--- config.mk ---
export PLATFORM = sky130hd
export DESIGN_NAME = clock_hms_counter
export DESIGN_NICKNAME = d
export VERILOG_FILES = /design/src/rtl/clock_hms_counter.sv
export SDC_FILE = /design/constraint.sdc
export NUM_CORES = 1
export LEC_CHECK = 0
export BUFFER_PORTS_ARGS = -buffer_cell sky130_fd_sc_hd__buf_2
export CORE_MARGIN = 2
export CORE_UTILIZATION = 30
export CTS_CLUSTER_DIAMETER = 80
export DETAILED_ROUTE_END_ITERATION = 10
export GPL_TIMING_DRIVEN = 1
export PLACE_DENSITY = 0.52
export SLEW_MARGIN = 15
export SYNTH_ARGS = -nofsm -noshare
export SYNTH_HDL_FRONTEND = slang
export SYNTH_SLANG_ARGS = --single-unit
--- constraint.sdc ---
create_clock -name clk -period 3.35 [get_ports clk]
set_input_delay 0.67 -clock clk [delete_from_list [all_inputs] [get_ports clk]]
set_output_delay 0.67 -clock clk [all_outputs]
set_load 0.01 [all_outputs]
--- src/rtl/clock_hms_counter.sv ---
// clock_hms_counter: BCD hours/minutes/seconds time-of-day counter.
// A prescaler divides clk by DIV = SYS_CLK_HZ/TICK_HZ to form the seconds
// tick. The time can be cleared, loaded (with a validity check) or counted.
//
// Parameters:
//   SYS_CLK_HZ - system clock frequency in Hz
//   TICK_HZ    - seconds-tick rate in Hz
//   HOUR_MAX   - hour modulus, 12 or 24
// Ports:
//   clk, reset_p        - clock, asynchronous active-high reset
//   run                 - count enable (prescaler holds when low)
//   clear               - synchronous zero of time and prescaler
//   load                - load strobe for ld_hr/ld_min/ld_sec (BCD)
//   sec1..hr10          - BCD digit outputs
//   tick_sec/min/hr     - one-cycle carry pulses
//   load_err            - one-cycle pulse on a rejected load/alarm_set
// Optional feature (macro CLOCK_HMS_ALARM_EN):
//   alarm_on, alarm_set, al_min, al_hr in; alarm_hit out.
module clock_hms_counter #(
    parameter int unsigned SYS_CLK_HZ = 100000000,
    parameter int unsigned TICK_HZ    = 1,
    parameter int unsigned HOUR_MAX   = 24
) (
    input  logic       clk,
    input  logic       reset_p,
    input  logic       run,
    input  logic       clear,
    input  logic       load,
    input  logic [7:0] ld_sec,
    input  logic [7:0] ld_min,
    input  logic [7:0] ld_hr,
`ifdef CLOCK_HMS_ALARM_EN
    input  logic       alarm_on,
    input  logic       alarm_set,
    input  logic [7:0] al_min,
    input  logic [7:0] al_hr,
    output logic       alarm_hit,
`endif
    output logic [3:0] sec1,
    output logic [3:0] sec10,
    output logic [3:0] min1,
    output logic [3:0] min10,
    output logic [3:0] hr1,
    output logic [3:0] hr10,
    output logic       tick_sec,
    output logic       tick_min,
    output logic       tick_hr,
    output logic       load_err
);

    localparam int unsigned TICK_SAFE = (TICK_HZ == 0) ? 1 : TICK_HZ;
    localparam int unsigned DIV       = SYS_CLK_HZ / TICK_SAFE;
    localparam int unsigned PW        = (DIV > 2) ? $clog2(DIV) : 1;
    localparam logic [PW-1:0] PMAX    = PW'(DIV - 1);
    localparam logic [7:0] HR_LIMIT   = 8'(HOUR_MAX);
    localparam logic [7:0] HR_LAST    = 8'(HOUR_MAX - 1);

    // Elaboration-time parameter legality
    if (TICK_HZ == 0 || (SYS_CLK_HZ % TICK_SAFE) != 0 || DIV < 2) begin : g_bad_div
        $error("clock_hms_counter: SYS_CLK_HZ/TICK_HZ must be integral and >= 2");
    end
    if (HOUR_MAX != 12 && HOUR_MAX != 24) begin : g_bad_hour
        $error("clock_hms_counter: HOUR_MAX must be 12 or 24");
    end

    // Binary value of a two-digit BCD byte (only meaningful when both digits <= 9)
    function automatic logic [7:0] bcd_val(input logic [7:0] b);
        return 8'(b[7:4]) * 8'd10 + 8'(b[3:0]);
    endfunction

    // A time value is legal when every digit is BCD, tens of min/sec <= 5, hour < HOUR_MAX
    function automatic logic time_ok(input logic [7:0] h, input logic [7:0] m,
                                     input logic [7:0] s);
        logic digits_ok;
        digits_ok = (h[7:4] <= 4'd9) && (h[3:0] <= 4'd9) &&
                    (m[3:0] <= 4'd9) && (s[3:0] <= 4'd9) &&
                    (m[7:4] <= 4'd5) && (s[7:4] <= 4'd5);
        return digits_ok && (bcd_val(h) < HR_LIMIT);
    endfunction

    logic [PW-1:0] presc_q, presc_d;
    logic [3:0]    sec1_d, sec10_d, min1_d, min10_d, hr1_d, hr10_d;
    logic          tick_sec_d, tick_min_d, tick_hr_d, load_err_d;
    logic          ld_ok, al_err, upd_d;

    assign ld_ok = time_ok(ld_hr, ld_min, ld_sec);

`ifdef CLOCK_HMS_ALARM_EN
    logic [7:0] al_min_q, al_hr_q;
    logic       al_ok, upd_q;
    assign al_ok  = time_ok(al_hr, al_min, 8'h00);
    assign al_err = alarm_set && !al_ok;
`else
    assign al_err = 1'b0;
`endif

    // Next-state: clear > load > prescaler tick; ripple BCD carry chain
    always_comb begin
        presc_d    = presc_q;
        sec1_d     = sec1;
        sec10_d    = sec10;
        min1_d     = min1;
        min10_d    = min10;
        hr1_d      = hr1;
        hr10_d     = hr10;
        tick_sec_d = 1'b0;
        tick_min_d = 1'b0;
        tick_hr_d  = 1'b0;
        load_err_d = 1'b0;
        upd_d      = 1'b0;

        if (clear) begin
            presc_d = '0;
            sec1_d  = 4'd0;
            sec10_d = 4'd0;
            min1_d  = 4'd0;
            min10_d = 4'd0;
            hr1_d   = 4'd0;
            hr10_d  = 4'd0;
        end else begin
            if (load) begin
                if (ld_ok) begin
                    presc_d = '0;
                    sec1_d  = ld_sec[3:0];
                    sec10_d = ld_sec[7:4];
                    min1_d  = ld_min[3:0];
                    min10_d = ld_min[7:4];
                    hr1_d   = ld_hr[3:0];
                    hr10_d  = ld_hr[7:4];
                    upd_d   = 1'b1;
                end else begin
                    load_err_d = 1'b1;
                end
            end else if (run) begin
                if (presc_q == PMAX) begin
                    presc_d    = '0;
                    tick_sec_d = 1'b1;
                    upd_d      = 1'b1;
                    if (sec1 != 4'd9) begin
                        sec1_d = sec1 + 4'd1;
                    end else begin
                        sec1_d = 4'd0;
                        if (sec10 != 4'd5) begin
                            sec10_d = sec10 + 4'd1;
                        end else begin
                            // Seconds wrap: minutes advance on the same edge
                            sec10_d    = 4'd0;
                            tick_min_d = 1'b1;
                            if (min1 != 4'd9) begin
                                min1_d = min1 + 4'd1;
                            end else begin
                                min1_d = 4'd0;
                                if (min10 != 4'd5) begin
                                    min10_d = min10 + 4'd1;
                                end else begin
                                    min10_d   = 4'd0;
                                    tick_hr_d = 1'b1;
                                    if (bcd_val({hr10, hr1}) == HR_LAST) begin
                                        hr1_d  = 4'd0;
                                        hr10_d = 4'd0;
                                    end else if (hr1 == 4'd9) begin
                                        hr1_d  = 4'd0;
                                        hr10_d = hr10 + 4'd1;
                                    end else begin
                                        hr1_d = hr1 + 4'd1;
                                    end
                                end
                            end
                        end
                    end
                end else begin
                    presc_d = presc_q + PW'(1);
                end
            end
            if (al_err) begin
                load_err_d = 1'b1;
            end
        end
    end

    // State and registered outputs
    always_ff @(posedge clk or posedge reset_p) begin
        if (reset_p) begin
            presc_q  <= '0;
            sec1     <= 4'd0;
            sec10    <= 4'd0;
            min1     <= 4'd0;
            min10    <= 4'd0;
            hr1      <= 4'd0;
            hr10     <= 4'd0;
            tick_sec <= 1'b0;
            tick_min <= 1'b0;
            tick_hr  <= 1'b0;
            load_err <= 1'b0;
        end else begin
            presc_q  <= presc_d;
            sec1     <= sec1_d;
            sec10    <= sec10_d;
            min1     <= min1_d;
            min10    <= min10_d;
            hr1      <= hr1_d;
            hr10     <= hr10_d;
            tick_sec <= tick_sec_d;
            tick_min <= tick_min_d;
            tick_hr  <= tick_hr_d;
            load_err <= load_err_d;
        end
    end

`ifdef CLOCK_HMS_ALARM_EN
    // Alarm store and match; upd_q marks that the time was just written by count or load
    always_ff @(posedge clk or posedge reset_p) begin
        if (reset_p) begin
            al_min_q  <= 8'h00;
            al_hr_q   <= 8'h00;
            upd_q     <= 1'b0;
            alarm_hit <= 1'b0;
        end else begin
            if (alarm_set && al_ok) begin
                al_min_q <= al_min;
                al_hr_q  <= al_hr;
            end
            upd_q     <= upd_d;
            alarm_hit <= alarm_on && upd_q &&
                         ({sec10, sec1} == 8'h00) &&
                         ({min10, min1} == al_min_q) &&
                         ({hr10, hr1} == al_hr_q);
        end
    end
`else
    logic unused_upd;
    assign unused_upd = upd_d;
`endif

endmodule

# == Word level (Yosys, flattened, before mapping) ==
# Index checks and enable logic that the tools add are counted.
# totals
reg_bits,55
input_bits,29
out_inout_bits,28
elab_cells,135
# op_classes
addsub,9
mul,2
order_cmp,7
eq_ne,12
muxes,78
n_reduce_logical,16
# ops
cell,n
$mux 4,52
$mux 27,5
$add 27x1->27 const B,1
$eq 27x27->1 const B,1
$add 4x1->4 const B,6
$mux 1,21
$add 8x4->8,2
$le 4x4->1 const B,4
$mul 4x3->7 const B,2
$ne 3x3->1 const B,4
$eq 8x5->1 const B,1
$le 4x3->1 const B,2
$lt 8x5->1 const B,1
$ne 4x3->1 const B,2
$ne 4x4->1 const B,2
$reduce_and 8->1,1
$reduce_and 7->1,1
$logic_and 1x1->1,6
$reduce_and 6->1,1
$reduce_bool 3->1,2
$reduce_and 5->1,1
$eq 4x4->1 const B,1
$reduce_and 4->1,1
$reduce_bool 4->1,1
3 further kinds,3

# == Depth between registers and ports, before layout ==
# Gate-level depths: netlist of the first run.
# depth
ltp_word,12
mapped_depth,12
depth_no_buf,10

# == Least setup slack after synthesis of the first run ==
# Ideal clock, no wire load.
# synth_path
kind,input-to-reg
start,input ld_hr[5]
end,register sec10[3]
setup_time_ns,0.136
arrival_ns,3.235
required_time_ns,3.214
slack_ns,-0.021
path_stages,10
path_buffers,2
path_cell_list,ha_1 > ha_1 > fa_1 > or3_1 > a311oi_1 > a21boi_1 > clkbuf_1 > buf_1 > o31ai_1 > o41ai_1
# synth_via
elab_chain_cells,9
word_cells_on_any_way,12
cone_classes,add/sub (1); mul (1); order compare (2); eq/ne (1); reduce/logical (7)
# synth_rtl
item,line,rtl
from (decl),31,"input logic [7:0] ld_hr,"
"parallel branches: the longest is 6 deep, another holds $add 8x4->8",n/a,
$logic_and 1x1->1 (*),78,return digits_ok && (bcd_val(h) < HR_LIMIT);
$ne 3x2->1 (no source line) (*),n/a,
$reduce_and 4->1 (no source line) (*),n/a,
to (signal assigned),186,sec10 <= 4'd0;
to (signal assigned),198,sec10 <= sec10_d;
to (decl),40,"output logic [3:0] sec10,"
# Mark *: on every way between the ends.
# A chain may end at the register's enable or synchronous reset.

# == Worst setup path in the final report of the first run ==
# Same ends and word-level chain as after synthesis.

==> results of run 1 <==
==> power groups by stage <==
stage          Sequential (W)  Combinational, W  Clock [W]
2_1_floorplan        0.000805          0.000261          0
3_3_place_gp         0.000793          0.000458          0
3_5_place_dp         0.000796          0.000465          0
4_1_cts              0.000782          0.000467   0.000642
5_1_grt              0.000795          0.000523   0.000665
6_report             0.000783          0.000468   0.000627
==> synth_stat cells, types with 4 or more instances <==
library cell / n
sky130_fd_sc_hd__clkbuf_1: 19
sky130_fd_sc_hd__mux2_2: 7
sky130_fd_sc_hd__and3_1: 11
sky130_fd_sc_hd__o21ai_0: 44
sky130_fd_sc_hd__nor4b_1: 4
sky130_fd_sc_hd__nand3_1: 20
sky130_fd_sc_hd__nand2_1: 42
sky130_fd_sc_hd__mux2i_1: 4
sky130_fd_sc_hd__nor2_1: 34
sky130_fd_sc_hd__nor3_1: 16
sky130_fd_sc_hd__or3_1: 4
sky130_fd_sc_hd__buf_6: 4
sky130_fd_sc_hd__o31ai_1: 37
sky130_fd_sc_hd__a21oi_1: 23
sky130_fd_sc_hd__ha_1: 17
sky130_fd_sc_hd__o41ai_1: 7
sky130_fd_sc_hd__nor2b_1: 5
sky130_fd_sc_hd__inv_1: 15
sky130_fd_sc_hd__a31oi_1: 12
sky130_fd_sc_hd__a211oi_1: 4
sky130_fd_sc_hd__dfrtp_1: 55
sky130_fd_sc_hd__nand4_1: 15
==> layer usage <==
layer	global-route usage, %	part of all wire [%]
met5	0	0
met4	3.916	0.80
met3	1.890	2.6
met2	26.72	47
met1	23.82	49
==> metrics by stage <==
stage	setup TNS, ns	worst slack (ns)
6_report	0	0.1813
3_5_place_dp	-2.323	-0.2153
4_1_cts	0	0.07250
5_1_grt	0	0.006789
2_1_floorplan	0	0.02352
3_3_place_gp	-1.125	-0.1099
==> critical path: stages <==
cell and delay (ns):
sky130_fd_sc_hd__buf_2 0.11, sky130_fd_sc_hd__ha_1 0.31, sky130_fd_sc_hd__ha_1 0.20, sky130_fd_sc_hd__fa_1 0.57
sky130_fd_sc_hd__nand2_1 0.07, sky130_fd_sc_hd__a21oi_1 0.19, sky130_fd_sc_hd__a211oi_1 0.08, sky130_fd_sc_hd__a311oi_2 0.20
sky130_fd_sc_hd__buf_4 0.17, sky130_fd_sc_hd__a21boi_4 0.10, sky130_fd_sc_hd__or2_1 0.34, sky130_fd_sc_hd__o41ai_2 0.36
==> state kept, by name (all words and copies together), names as in the netlist <==
signal / cells
tick_min: 1
tick_hr: 1
min10: 4
min1: 4
sec10: 4
presc_q: 27
tick_sec: 1
hr10: 4
hr1: 4
sec1: 4
load_err: 1
==> layout make-up <==
class | instances | area (µm²)
clock buffers | 5 | 125.1
clock inverters | 3 | 47.55
fillers | 1365 | 7918
inverters | 15 | 56.30
multi-input cells | 359 | 2354
flip-flops and latches | 55 | 1376
well taps | 172 | 215.2
repair buffers | 89 | 528.0
==> what timing repair did <==
action | in CTS | in global routing
gates resized for setup | 0 | 6
setup endpoints to repair | 0 | 8
hold endpoints to repair | 0 | 0
==> path summary, 6_finish.rpt <==
kind / startpoint / to / cells past startpoint
min in group clk: presc_q[24] / presc_q[24] / 1
worst min register to register: presc_q[24] / presc_q[24] / 1
max in group asynchronous: reset_p / presc_q[17] / 3
worst max register to register: hr10[1] / hr10[1] / 10
worst max-delay path: ld_hr[5] / sec10[3] / 12
worst min-delay path: reset_p / sec10[1] / 2
==> kinds of logic (layout without fill, tap and decap cells) <==
logic type,Yosys count,in the layout,share of synthesized area (%)
simple gates,175,175,24.06
compound gates,153,153,25.55
flops,55,55,35.58
buf+inv,40,112,4.689
fa+ha+maj,20,20,7.050
mux,11,11,3.073
==> results.md, run 1 <==
- Derived from the worst setup path, the maximum achievable clock frequency is around 320 MHz.
- The routed layout has 3,814 vias.
- The TritonCTS clock tree is yes.
- The net count of the mapped netlist is ~500.
- The detail route stage leaves a number of antenna-violating nets equal to 0.
- The cell-internal power is between 0.001 and 0.0015 W.
- The final count of pins violating max slew is 0.
- For this run, the detailed router's first-pass iteration total came to 5.
- The total clock buffers created by CTS is 5.
- STA puts the critical path data arrival time at around 3.4 ns.
- The leading cell type in the layout, fill and taps excluded is sky130_fd_sc_hd__buf_2.
- The flop-to-flop setup slack is 0.19 ns.
- The horizontal extent of the die is about 120 µm.
- Using the TritonRoute via totals, the vias-per-cell ratio works out to ~5.5.
- The worst-case clock skew is between 0.008 and 0.009 ns.
- The CTS sink count is 55.
- After synthesis, the netlist uses 58 different library cells.
- The sort of element at the end of the critical path is a flip-flop.
- For the worst-skew pair, the clock arrives at the later sink with an insertion delay of roughly 0.30 ns.
- The floorplan step defined a die boundary enclosing 0.01382 mm².
- The number of placement rows is 41.
- Among all flip-flop cells after synthesis, the most frequent one is sky130_fd_sc_hd__dfrtp_1.
- The buffer depth of the longest clock path is 2.
- Summing every instance area after synthesis gives between 0.003 and 0.004 mm².
- The number of antenna cells inserted is 0.
- On the final layout, the worst hold slack is ~0.48 ns.
- Dividing the synthesized area by the synthesized cell count gives 8.521 µm².
- The pin slew with the least headroom to its limit is slightly below 0.8 ns.
- The leakage power figure is around 2.2 nW.
- The combinational share of power is about a quarter.
- In this run the worst path has a maximum fanout of 11.
- The share of synthesized area in the top cell type comes to a little over a third.
- The H-tree depth is 2.
- The wire length per cell is ~16 µm.
- Once the floorplan was initialized, standard cells occupied roughly 30% of the core.
- Cells fill between 30% and 40% of the core in the end.
- The final setup violation count is 0.
- Summing internal, switching and leakage power gives 0.001877 W.
- The fraction of synthesis flops using an asynchronous set or reset pin is 100.0%.
- The number of DRC markers in iteration 0 is between 200 and 250.
- Headroom to the max-slew limit came out at a little under half.
- By area the synthesized netlist is led by sky130_fd_sc_hd__dfrtp_1 36%, sky130_fd_sc_hd__o31ai_1 7.2%, sky130_fd_sc_hd__o21ai_0 5.7%, sky130_fd_sc_hd__ha_1 5.5%, sky130_fd_sc_hd__nand2_1 4.1%.
- The register bit total from synthesis is 55.
- The area of the core is 0.01262 mm².
- In the layout the commonest cells are 56 x sky130_fd_sc_hd__buf_2, 55 x sky130_fd_sc_hd__dfrtp_1, 43 x sky130_fd_sc_hd__o21ai_0, 42 x sky130_fd_sc_hd__nand2_1, 37 x sky130_fd_sc_hd__o31ai_1.
- The count of boundary I/O pins is 57.
- The aggregate routed wire length is between 10,000 and 15,000 µm.
- During synthesis, Yosys emitted a total of 0 warnings.
- The share of total power dissipated in the clock network is 33.4%.
- The total power divided by cell area is around 400 mW/mm².
- Across every metal layer, demand over resource in global routing totals 16.58%.
- The cell type with the largest total area after synthesis is sky130_fd_sc_hd__dfrtp_1.
- STA classifies the critical path startpoint as an input pin.
- The cell area after placement is roughly 0.0045 mm².
- The congestion estimate from routability-driven global placement came to between 0.8 and 0.9.
- The post-route cell area is 0.004702 mm².
- The HPWL after detailed placement is around 8300 µm.
- The worst setup path is of the in2reg kind.
- Setup repair after global routing left no endpoint under its margin.
- Input and output buffers added on the ports amount to between 50 and 60.
- Of the synthesized area, sequential elements account for 35.58%.
- The number of maximum-capacitance constraint violations is 0.
- The number of cells produced by synthesis is approximately 450.
- The post-CTS setup buffer count is 0.
- Entering global routing, the biggest net connects 38 pins.
- The flow ran to the end, and the final reports show no timing, DRC or antenna violations.
- The clock-pin slew on the worst setup and hold paths is roughly 0.08 ns.
- The data required time of the worst path is about 3.6 ns.
- The shortest period the worst path allows is roughly 3.2 ns.
- After the last flow step, the layout net total stands at about 570.
- The first global-routing pass estimated around 19,000 µm of wire.
- In this run switching power makes up approximately 32% of total power.
- The period utilization is 94.59%.
- The worst vdd rail ir drop is 0.1906 mV.
- The worst min-delay path category is in2async.
- The root buffer selected by CTS is sky130_fd_sc_hd__clkbuf_16.
- The number of hold-repair buffers added at the cts stage is 0.
- The initial antenna violation count was 0.
- The sequential power share is roughly two fifths.
- The final routed DRC violation total is 0.
- The count of placed standard cells including taps is about 700.
- The number of global-route vias before repair is between 3,000 and 4,000.
- The total overflow left after global routing is 0.
- The vertical die dimension is about 120 µm.
- The number of hold violations in the final report is 0.
- The layout cell share with drive strength beyond 1 is between 20% and 30%.
- The synthesis-to-finish area growth is 21.54%.
- For this run, the number of standard cells in the final layout without fillers is 698.
- The reported net switching power is a little over 0.0006 W.
- The number of enable flip-flop cells after synthesis is 0.
Power figures use the tool's default switching activity.
==> run 2: changes to the inputs <==
--- a/config.mk
+++ b/config.mk
@@ -5,6 +5,7 @@
 export SDC_FILE = /design/constraint.sdc
 export NUM_CORES = 1
 export LEC_CHECK = 0
+export ABC_AREA = 1
 export BUFFER_PORTS_ARGS = -buffer_cell sky130_fd_sc_hd__buf_2
 export CORE_MARGIN = 2
 export CORE_UTILIZATION = 30
==> results.md, run 2 <==
- Run status: finished, final reports clean (unchanged).
- The remaining antenna violation count after routing is 0 (unchanged).
- The total congestion overflow after global routing is 0 (unchanged).
- The number of distinct library cell variants in the gate-level netlist after synthesis is 47 (was 58).
- The data required time of the worst path came to 3.54 ns (was 3.55 ns).
- The cell area after technology mapping is 0.004297 mm² (was 0.003869 mm²).
- The maximum fanout along the worst path is 6 (was 11).
- The most frequently used cell type in the post-synthesis netlist is sky130_fd_sc_hd__nand2_1 (was sky130_fd_sc_hd__dfrtp_1).
- The number of maximum-capacitance constraint violations is 0 (unchanged).
- The number of warnings reported in the yosys synthesis log was 0 (unchanged).
- The fraction of synthesis flops using an asynchronous set or reset pin was 100.0% (unchanged).
- The fraction of synthesized cell area taken by the top area cell type is 32.03% (was 35.58%).
- The kind of launch point of the worst setup path is a flip-flop (was input pin).
- The sort of element at the end of the critical path is a flip-flop (unchanged).
- The CTS sink count came to 55 (unchanged).
- The number of optimization iterations in the first detailed-route pass is 4 (was 5).
- The number of global-route vias before repair is 4,061 (was 3,688).
- The number of placement rows is 43 (was 41).
- The leading register cell type out of synthesis is sky130_fd_sc_hd__dfrtp_1 (unchanged).
- Most used cells in the layout excluding fill and tap cells: 178 x sky130_fd_sc_hd__nand2_1, 73 x sky130_fd_sc_hd__inv_1, 57 x sky130_fd_sc_hd__o21ai_0, 56 x sky130_fd_sc_hd__buf_2, 55 x sky130_fd_sc_hd__dfrtp_1 (was 56 x sky130_fd_sc_hd__buf_2, 55 x sky130_fd_sc_hd__dfrtp_1, 43 x sky130_fd_sc_hd__o21ai_0, 42 x sky130_fd_sc_hd__nand2_1, 37 x sky130_fd_sc_hd__o31ai_1).
- Most instantiated cells after synthesis: 178 x sky130_fd_sc_hd__nand2_1, 74 x sky130_fd_sc_hd__inv_1, 57 x sky130_fd_sc_hd__o21ai_0 (was 55 x sky130_fd_sc_hd__dfrtp_1, 44 x sky130_fd_sc_hd__o21ai_0, 42 x sky130_fd_sc_hd__nand2_1).
- The length of routed met3 wiring is 604 µm (was 297 µm).
- The main combinational cell family by area after synthesis is simple AND/OR/NAND/NOR gates (was compound AO/OA/AOI/OAI gates).
- The area of the core came to 0.01393 mm² (was 0.01262 mm²).
- The post-synthesis share of cell area spent on and, or, nand and nor gates is 37.57% (was 24.06%).
- The number of hold-repair buffers added at the cts stage is 0 (unchanged).
- The vertical die dimension was 123.7 µm (was 117.6 µm).
- The buffer depth of the longest clock path came to 2 (unchanged).
- The startpoint of the lowest-slack register-to-register path is hr10[3] (was hr10[1]).
- The number of DRC markers in iteration 0 is 353 (was 201).
- The path type of the worst setup path is reg2reg (was in2reg).
- The cell type with the largest total area after synthesis is sky130_fd_sc_hd__dfrtp_1 (unchanged).
- The maximum achievable frequency is 341.3 MHz (was 315.6 MHz).
- The global-route wire length before repair came to 19,670 µm (was 19,040 µm).
- The number of enable flip-flop cells after synthesis came to 0 (unchanged).
- RSZ-0062 raised after global routing: false (unchanged).
- The critical register-to-register path endpoint is hr10[0] (was hr10[1]).
- The maximum number of pins on one net before global-route repair came to 54 (was 38).
- The shortest period the worst path allows is 2.930 ns (was 3.169 ns).
- The final instance count without filler cells came to 860 (was 698).
- The latest clock arrival within the worst-skew pair is 0.31 ns (was 0.30 ns).
- The wire length on met2 is 5441 µm (was 5295 µm).
- The weighted congestion at the end of routability-driven global placement was 0.8582 (was 0.8541).
- The count of placed standard cells including taps is 852 (was 690).
- The via density per instance is 4.958 (was 5.464).
- The number of buffers and inverters on the critical path is 0 (was 2).
- The arithmetic-cell share of the synthesized area counting full adders, half adders and majority gates is 6.348% (was 7.050%).
- The reported net switching power is 0.0006552 W (was 0.0006061 W).
- The flop-to-flop setup slack is 0.42 ns (was 0.19 ns).
- The total number of vias is 4,264 (was 3,814).
- The worst vdd rail ir drop is 0.1918 mV (was 0.1906 mV).
- The final HPWL from detailed placement is 9054 µm (was 8253 µm).
- The multiplexer area fraction after synthesis is 0% (was 3.072%).
- The initial antenna violation count is 0 (unchanged).
- The final count of pins violating max slew is 0 (unchanged).
- The leakage power figure is 2.430 nW (was 2.164 nW).
- The pin slew with the least headroom to its limit is 0.7853 ns (was 0.7775 ns).
- The final routed DRC violation total is 0 (unchanged).
- The aggregate routed wire length is 11,800 µm (was 11,220 µm).
- The global-route usage over all layers is 16.19% (was 16.58%).
- The detailed-route wire length on metal 1 is 5465 µm (was 5541 µm).
- The maximum cell stage delay along the critical path is 0.46 ns (was 0.57 ns).
- The combinational share of power is 27.3% (was 24.9%).
- The H-tree depth was 2 (unchanged).
- The TritonCTS clock tree is yes (unchanged).
- The register name with the most flops is presc_q (unchanged).
- Largest cells by area after synthesis: sky130_fd_sc_hd__dfrtp_1 32%, sky130_fd_sc_hd__nand2_1 16%, sky130_fd_sc_hd__o21ai_0 6.6%, sky130_fd_sc_hd__inv_1 6.5%, sky130_fd_sc_hd__nand3_1 5.8% (was sky130_fd_sc_hd__dfrtp_1 36%, sky130_fd_sc_hd__o31ai_1 7.2%, sky130_fd_sc_hd__o21ai_0 5.7%, sky130_fd_sc_hd__ha_1 5.5%, sky130_fd_sc_hd__nand2_1 4.1%).
- The sum of negative setup slack is 0 ns (unchanged).
- The leading cell type in the layout, fill and taps excluded is sky130_fd_sc_hd__nand2_1 (was sky130_fd_sc_hd__buf_2).
- The horizontal extent of the die is 123.7 µm (was 117.6 µm).
- CP cell instances: ha_1, ha_1, fa_1, nor2_1, nand2_1, nand2_1, nand2_1, nor2_1, nand3_1, nand3_1, nand2_1, nor2_2, nand4_1, nand2_1, nand2_1 (was buf_2, ha_1, ha_1, fa_1, nand2_1, a21oi_1, a211oi_1, a311oi_2, buf_4, a21boi_4, or2_1, o41ai_2).
- The number of hold violations in the final report is 0 (unchanged).
- The initial core utilization was 30.83% (was 30.66%).
- The period utilization was 87.47% (was 94.59%).
- The synthesis-to-finish area growth is 15.23% (was 21.54%).
- The floorplan die area was 0.01530 mm² (was 0.01382 mm²).
- The total of fill cells in the finished design is 1,489 (was 1,365).
- The count of boundary I/O pins is 57 (unchanged).
- The register bit total from synthesis came to 55 (unchanged).
- The net count of the mapped netlist is 674 (was 503).
- The number of cells traversed by the worst register-to-register path is 15 (was 10).
- The data arrival at the endpoint of the critical path is 3.12 ns (was 3.37 ns).
- The wire length per cell came to 13.72 µm (was 16.08 µm).
- The number of input and output port buffers inserted is 56 (unchanged).
- The layout cell share with drive strength beyond 1 came to 14.41% (was 23.00%).
- The share of the yosys chip area belonging to registers is 32.03% (was 35.58%).
- The total clock buffers created by CTS is 5 (unchanged).
- The number of flip-flops under the largest register name was 27 (unchanged).
- The sequential power share is 42.2% (was 41.7%).
- The family of cells with the greatest summed delay on the critical path is simple AND/OR/NAND/NOR gates (was adder cells).
- The clock-pin slew on the worst setup and hold paths was 0.08 ns (about the same).
- The post-synthesis compound-gate area fraction is 11.42% (was 25.55%).
- The switching power as a share of total power was 35.41% (was 32.29%).
- The average instance area after synthesis is 6.875 µm² (was 8.521 µm²).
- The worst min-delay path category is in2async (unchanged).
- The worst-case clock skew came to 0.01345 ns (was 0.008337 ns).
- The number of antenna cells inserted is 0 (unchanged).
- The cell with the biggest individual delay on the critical path is sky130_fd_sc_hd__dfrtp_1 (was sky130_fd_sc_hd__fa_1).
- The proportion of power drawn by the clock network is 30.5% (was 33.4%).
- The total power divided by cell area was 373.7 mW/mm² (was 399.3 mW/mm²).
- The xor and xnor area share after synthesis is 3.873% (was 0%).
- The cell seen most often among critical-path stages is sky130_fd_sc_hd__nand2_1 (was sky130_fd_sc_hd__ha_1).
- The cell-internal power came to 0.001195 W (was 0.001271 W).
- The number of cells produced by synthesis is 625 (was 454).
- The root buffer selected by CTS is sky130_fd_sc_hd__clkbuf_16 (unchanged).
- The highest metal layer with signal wires is met4 (unchanged).
- The final setup violation count is 0 (unchanged).
- The relative slew slack is 47.59% (was 47.43%).
- The net total in the final layout is 728 (was 574).
## run 2: cell count changes in the layout (fill, tap and decap cells not counted), moves of 12 or more
cell / before / now
sky130_fd_sc_hd__nand2_1: 42 / 178
sky130_fd_sc_hd__inv_1: 14 / 73
sky130_fd_sc_hd__o31ai_1: 37 / 1
sky130_fd_sc_hd__nand3_1: 20 / 50
sky130_fd_sc_hd__buf_4: 33 / 8
sky130_fd_sc_hd__nor2_1: 33 / 54
sky130_fd_sc_hd__nand4_1: 15 / 29
sky130_fd_sc_hd__o21ai_0: 43 / 57
sky130_fd_sc_hd__xor2_1: 0 / 14
sky130_fd_sc_hd__a21oi_1: 23 / 10
sky130_fd_sc_hd__a31oi_1: 12 / 0
## run 2: power groups by stage
stage | combinational (W) | clock [W] | sequential [W]
floorplan | 0.000299 | 0 | 0.000816
global placement | 0.000499 | 0 | 0.000792
detailed placement | 0.000507 | 0 | 0.000795
CTS | 0.000512 | 0.000585 | 0.000781
global route | 0.000584 | 0.000615 | 0.000790
finish | 0.000505 | 0.000564 | 0.000781
## run 2: what timing repair did
item / in CTS / in global routing
setup buffers: 0 / 0
gates resized for setup: 0 / 1
setup endpoints to repair: 0 / 4
## run 2: worst max path at each step
stage / start / to / slack [ns] / depth (start not counted)
finish: hr10[3] / hr10[0] / 0.42 / 15
global route: hr10[3] / hr10[1] / 0.10 / 15
CTS: hr10[3] / hr10[0] / 0.28 / 15
detailed placement: ld_hr[5] / presc_q[19] / 0.21 / 14
global placement: ld_hr[5] / presc_q[19] / 0.26 / 15
floorplan: ld_hr[5] / presc_q[13] / 0.51 / 13
## run 2: area by class of cell
type                            count  area (µm²)  share of cell area [%]
Tap cell                          180       225.2                   4.549
Inverter                           76       290.3                   5.863
Multi-Input combinational cell    476        2546                   51.43
Clock inverter                      3       27.53                  0.5560
Timing Repair Buffer               65       360.3                   7.278
Sequential cell                    55        1376                   27.80
Clock buffer                        5       125.1                   2.527
## run 2: cell families after synthesis
logic type | after synthesis
xor+xnor | 19
compound gates | 86
simple gates | 351
fa+ha+maj | 20
buf+inv | 94
flops | 55
## run 2: worst register-to-register path, stage by stage, from the launching register on
cell and delay (ns):
sky130_fd_sc_hd__dfrtp_1 0.46, sky130_fd_sc_hd__ha_1 0.31, sky130_fd_sc_hd__ha_1 0.22, sky130_fd_sc_hd__fa_1 0.46
sky130_fd_sc_hd__nor2_1 0.10, sky130_fd_sc_hd__nand2_1 0.05, sky130_fd_sc_hd__nand2_1 0.05, sky130_fd_sc_hd__nand2_1 0.04
sky130_fd_sc_hd__nor2_1 0.11, sky130_fd_sc_hd__nand3_1 0.14, sky130_fd_sc_hd__nand3_1 0.20, sky130_fd_sc_hd__nand2_1 0.09
sky130_fd_sc_hd__nor2_2 0.20, sky130_fd_sc_hd__nand4_1 0.22, sky130_fd_sc_hd__nand2_1 0.11, sky130_fd_sc_hd__nand2_1 0.06
## run 2: per-layer routing
layer	vias up	global-route usage (%)
met5	-	0
met3	18	2.885
met4	0	5.540
met1	1978	21.40
met2	104	26.65
li1	2164	-
## run 2: per-stage QoR
step / hold WS (ns) / worst slack (ns) / util, % / cell area (µm²) / total power, W
floorplan: 0.4889 / 0.5132 / - / 4297 / 0.001115
CTS: 0.4419 / 0.2831 / 35.51 / 4949 / 0.001878
detailed placement: 0.5380 / 0.2143 / 34.42 / 4796 / 0.001301
global route: 0.4754 / 0.1029 / 35.53 / 4951 / 0.001989
finish: 0.4202 / 0.4198 / 35.53 / 4951 / 0.001850
global placement: 0.5193 / 0.2585 / 34.42 / 4796 / 0.001291
